--- src/rtl/region_addr_gen.sv ---
// Streams the inclusive word-address range of the lowest-indexed table entry
// whose file range contains the requested file index.
module region_addr_gen #(
  parameter int ADDR_W    = 16,
  parameter int FILE_W    = 16,
  parameter int N_REGIONS = 16,
  parameter int IDX_W     = $clog2(N_REGIONS)
) (
  input  logic              clk,
  input  logic              rst_n,
  input  logic              cfg_we,
  input  logic [IDX_W-1:0]  cfg_idx,
  input  logic [FILE_W-1:0] cfg_file_lo,
  input  logic [FILE_W-1:0] cfg_file_hi,
  input  logic [ADDR_W-1:0] cfg_mem_start,
  input  logic [ADDR_W-1:0] cfg_mem_end,
  input  logic              cfg_clr,
  input  logic              req_valid,
  output logic              req_ready,
  input  logic [FILE_W-1:0] req_file,
  output logic              addr_valid,
  input  logic              addr_ready,
  output logic [ADDR_W-1:0] addr,
  output logic              addr_last,
  output logic [IDX_W-1:0]  hit_idx,
  output logic              err,
  output logic              busy,
  output logic [1:0]        dbg_state
);

  // Handshakes: a transfer happens on a rising edge where valid && ready are
  // both 1; valid and its payload hold steady until that edge.
  typedef enum logic [1:0] {
    S_IDLE   = 2'd0,
    S_SEARCH = 2'd1,
    S_STREAM = 2'd2,
    S_ERR    = 2'd3
  } state_t;

  localparam logic [IDX_W-1:0] LAST_IDX = IDX_W'(N_REGIONS - 1);

  state_t state, state_nxt;

  logic [N_REGIONS-1:0] ent_valid;
  logic [FILE_W-1:0]    ent_lo    [N_REGIONS];
  logic [FILE_W-1:0]    ent_hi    [N_REGIONS];
  logic [ADDR_W-1:0]    ent_start [N_REGIONS];
  logic [ADDR_W-1:0]    ent_end   [N_REGIONS];

  logic [FILE_W-1:0] file_q;
  logic [IDX_W-1:0]  ptr;
  logic [ADDR_W-1:0] cnt;
  logic [ADDR_W-1:0] end_q;
  logic              hit;
  logic              range_ok;
  logic              at_end;

  always_ff @(posedge clk) begin
    if (!rst_n) begin
      ent_valid <= '0;
    end else if (cfg_clr) begin
      ent_valid <= '0;
    end else if (cfg_we) begin
      ent_valid[cfg_idx] <= 1'b1;
    end
  end

  always_ff @(posedge clk) begin
    if (cfg_we && !cfg_clr) begin
      ent_lo[cfg_idx]    <= cfg_file_lo;
      ent_hi[cfg_idx]    <= cfg_file_hi;
      ent_start[cfg_idx] <= cfg_mem_start;
      ent_end[cfg_idx]   <= cfg_mem_end;
    end
  end

  assign hit      = ent_valid[ptr] && (ent_lo[ptr] <= file_q) && (file_q <= ent_hi[ptr]);
  assign range_ok = ent_start[ptr] <= ent_end[ptr];
  // Last-beat test precedes the increment, so an end of all-ones never wraps.
  assign at_end   = cnt == end_q;

  always_ff @(posedge clk) begin
    if (!rst_n) begin
      state <= S_IDLE;
    end else begin
      state <= state_nxt;
    end
  end

  always_comb begin
    state_nxt = state;
    case (state)
      S_IDLE:   if (req_valid) state_nxt = S_SEARCH;
      S_SEARCH: begin
        if (hit) begin
          state_nxt = range_ok ? S_STREAM : S_ERR;
        end else if (ptr == LAST_IDX) begin
          state_nxt = S_ERR;
        end
      end
      S_STREAM: if (addr_ready && at_end) state_nxt = S_IDLE;
      S_ERR:    state_nxt = S_IDLE;
      default:  state_nxt = S_IDLE;
    endcase
  end

  always_comb begin
    req_ready  = state == S_IDLE;
    addr_valid = state == S_STREAM;
    addr_last  = (state == S_STREAM) && at_end;
    err        = state == S_ERR;
    busy       = state != S_IDLE;
  end

  assign addr      = cnt;
  assign dbg_state = state;

  always_ff @(posedge clk) begin
    if (!rst_n) begin
      file_q  <= '0;
      ptr     <= '0;
      cnt     <= '0;
      end_q   <= '0;
      hit_idx <= '0;
    end else begin
      case (state)
        S_IDLE: begin
          if (req_valid) begin
            file_q <= req_file;
            ptr    <= '0;
          end
        end
        S_SEARCH: begin
          if (hit) begin
            hit_idx <= ptr;
            cnt     <= ent_start[ptr];
            end_q   <= ent_end[ptr];
          end else if (ptr == LAST_IDX) begin
            hit_idx <= '0;
          end else begin
            ptr <= ptr + 1'b1;
          end
        end
        S_STREAM: begin
          if (addr_ready && !at_end) cnt <= cnt + 1'b1;
        end
        default: ;
      endcase
    end
  end

endmodule

--- config.mk ---
export PLATFORM = sky130hd
export DESIGN_NAME = region_addr_gen
export DESIGN_NICKNAME = d
export VERILOG_FILES = /design/src/rtl/region_addr_gen.sv
export SDC_FILE = /design/constraint.sdc
export NUM_CORES = 1
export LEC_CHECK = 0
export BUFFER_PORTS_ARGS = -buffer_cell sky130_fd_sc_hd__clkbuf_2
export CELL_PAD_IN_SITES_DETAIL_PLACEMENT = 0
export CELL_PAD_IN_SITES_GLOBAL_PLACEMENT = 1
export CORE_MARGIN = 1
export CORE_UTILIZATION = 40
export DETAILED_ROUTE_END_ITERATION = 8
export GPL_TIMING_DRIVEN = 0
export HOLD_SLACK_MARGIN = 0.12
export PLACE_DENSITY_LB_ADDON = 0.25
export REMOVE_ABC_BUFFERS = 1
export SYNTH_ARGS = -nofsm -noshare
export SYNTH_HDL_FRONTEND = slang
export SYNTH_SLANG_ARGS = --single-unit
--- constraint.sdc ---
create_clock -name clk -period 4.4 [get_ports clk]
set_input_delay 0.44 -clock clk [delete_from_list [all_inputs] [get_ports clk]]
set_output_delay 0.44 -clock clk [all_outputs]
set_load 0.05 [all_outputs]
==> results.py <==
metrics = {
    "clock_tree": {
        "clk-insertion-delay-late_ns": 0.66,
        "cts_made_buffers": 110,
        "clk_pin_slew_ns": 0.06,
        "cts-htree-levels": 3,
        "cts_tree": "yes",
        "cts_root_buffer": "clkbuf_16",
        "cts_max_path_buffers": 3,
        "clock_sinks": 1102,
    },
    "yosys": {
        "avgSynthCellArea_sq_um": 20.84,
        "yosys.cell_types.count": 67,
        "synth_seq_cells": 1102,
        "synth_warnings": 0,
        "yosysSeqAreaShare": 0.7425,
        "synth_most_common_cell": "edfxtp_1",
        "synth_top_area_cell": "edfxtp_1",
        "ys_top_cells_by_count": "1024 x edfxtp_1, 312 x mux4_2, 84 x nand2_1",
        "synthesis.area_sq_um": 43520,
        "synthTopCellsByArea": "edfxtp_1 71%, mux4_2 16%, dfxtp_1 3.6%",
        "synth_top_area_frac": 0.7066,
        "postSynthCellCount": 2088,
        "async_flop_share": 0,
        "synth_edf_count": 1024,
        "ys.flop_type": "edfxtp_1",
    },
    "job": {
        "maxCapViolations": 0,
    },
    "grt": {
        "grt_pass1_vias": 22274,
        "grt_pass1_wl_microns": 154500,
        "grt_overflow": 0,
        "grtUsageTotal": 0.1929,
        "antenna_found_initial": 7,
        "grt_max_degree": 59,
    },
    "outcome": {
        "outcome": "completed",
    },
    "critical_path": {
        "cp-start-kind": "register",
        "cp_max_fo": 6,
        "end_kind": "register",
        "r2r-end": "addr[6]",
        "crit_required_ns": 4.94,
        "crit_type": "reg -> reg",
        "reg2reg_slack_ns": 0.04,
        "worstPathArrival_ns": 4.90,
        "rr_worst_depth": 18,
        "endpoint": "addr[6]",
    },
    "cells_and_area": {
        "fin_cells": 3866,
        "nFillCells": 8772,
        "final_layout_size_suffix_gt1_frac": 0.3275,
        "stdcell_area_sq_um": 52010,
        "area_delta_synth_final_pct": 19.52,
        "nNetsFinal": 2514,
    },
    "power": {
        "switching_share": 0.2128,
        "p_switching_uw": 4741,
        "power_frac_seq": 0.524,
        "share_comb_of_total_power": 0.066,
        "ir_drop_uv": 289.5,
        "cellPowerDensity_nw_per_um2": 428.4,
        "p_leak_uw": 0.01629,
        "p_int_uw": 17540,
        "power_frac_clock": 0.411,
    },
    "die": {
        "dieArea_sq_um": 110100,
        "die_w_microns": 331.8,
        "start_util": 0.4048,
        "coreArea_sq_um": 107500,
        "die_y_microns": 331.8,
        "io_pins": 117,
        "rows": 120,
    },
    "sta": {
        "period_share": 0.9910,
        "slew_headroom": 0.2449,
        "hold_viol": 0,
        "rsz0062_at_grt": "true",
        "worstMarginPinSlew_ns": 1.133,
        "fmax_ghz": 0.2293,
        "setup_viol_count_final": 0,
        "fin_crit_ns": 4.360,
        "skew_ns": 0.01199,
        "drv_slew": 0,
    },
    "detailed_routing": {
        "routed_via_density": 5.616,
        "drt_iter0_drc": 1818,
        "wl_per_cell_microns": 27.81,
        "ant_nets": 0,
        "vias": 21712,
        "wirelength_microns": 107500,
        "first_pass_iters": 5,
        "drc_errors": 0,
    },
    "placement": {
        "portBuffers": 116,
        "dp.cells": 3574,
        "dpl_cell_area_sq_um": 47120,
        "post-dp-hpwl_microns": 65930,
        "gp_congestion": 0.7865,
    },
    "worst_hold_path": {
        "hold_path.class": "in -> reg",
        "whs_path_depth": 1,
    },
}
## worst max-delay path: stages, from the launching register on
cell	delay, ns
dfxtp_4	0.40
buf_16	0.13
buf_16	0.15
buf_12	0.15
buf_4	0.15
mux4_2	0.50
mux4_2	0.54
ha_4	0.30
nand4_1	0.16
buf_4	0.20
nor4_4	0.28
nand2b_4	0.20
a31oi_4	0.07
a2111oi_4	0.32
buf_6	0.21
buf_12	0.12
clkbuf_16	0.13
o21a_1	0.12
o32ai_2	0.06
## layer usage
layer	vias to the layer above	track usage	wire length (microns)
met1	11670	0.2619	45120
met3	156	0.03036	5984
met4	14	0.04649	2328
met2	598	0.3265	54000
li1	9274	-	-
met5	-	0	87
## layout by cell type, fill, tap and decap left out, drive strengths merged, types with 50 or more instances in the layout
master,n
edfxtp,1024
mux4,314
clkbuf,261
nand2,85
clkinv,50
dfxtp,78
ha,54
inv,56
a21oi,82
buf,135
## repair_timing
action | CTS | global route
buffers inserted | 19 | 37
hold buffers | 16 | 0
hold endpoints to repair | 16 | 0
gates resized for setup | 20 | 51
gates cloned | 5 | 10
pin swaps | 3 | 28
endpoints found under the setup margin | 46 | 30
## sequential cells by signal, indices dropped and copies added (netlist names), named ones only
register,count
addr,16
dbg_state,2
end_q,16
ent_end,256
ent_hi,256
ent_lo,256
ent_start,256
ent_valid,16
file_q,16
hit_idx,4
ptr,4
## metrics by stage
step	hold slack [ns]	util	total power, uW	TNS (ns)	setup WS (ns)
after CTS	0.1257	0.4765	22340	-0.02566	-0.02566
after detailed placement	0.4588	0.4383	13130	-65.41	-1.638
final	0.1851	0.4838	22280	0	0.03954
after global placement	0.4431	0.4214	13320	-5084.81	-15.45
after floorplan	0.4284	-	12800	-422.94	-9.407
after global routing	0.1718	0.4838	22960	-0.3028	-0.05386
## layout make-up
class                   instances  area, sq um  share of cell area
inverters                      56        211.5            0.004066
diodes                          2        5.005          0.00009623
flip-flops and latches       1102        32330              0.6215
well taps                    1403         1755             0.03375
clock inverters                66        596.8             0.01148
repair buffers                277         3379             0.06498
multi-input cells             823        10840              0.2084
clock buffers                 137         2895             0.05567
## worst min-delay path by stage
| stage | from | end |
|---|---|---|
| detailed placement | ent_valid[5] | ent_valid[5] |
| finish | cfg_file_hi[1] | ent_hi[12][1] |
| CTS | cfg_idx[1] | ent_valid[11] |
| floorplan | ent_valid[3] | ent_valid[3] |
| global placement | ent_valid[6] | ent_valid[6] |
| global route | cfg_idx[1] | ent_valid[7] |
## power groups by stage
stage	logic, uW	registers (uW)	clock network (uW)
after floorplan	766	12000	0
after global placement	1280	12000	0
after detailed placement	1230	11900	0
after CTS	1330	11700	9340
after global routing	1570	11700	9710
final	1460	11700	9150
## logic make-up (layout without fill, tap and decap cells)
logic type      after synthesis  in the layout  share of synthesized area
other cells                   0              2                          0
buf+inv                     163            536                    0.01748
flops                      1102           1102                     0.7425
simple gates                232            232                    0.02542
mux                         337            337                     0.1681
fa+ha+maj                    54             54                    0.01553
compound gates              184            184                    0.02777
xor+xnor                     16             16                   0.003220
Note: power is estimated with default switching activity, not from simulation.
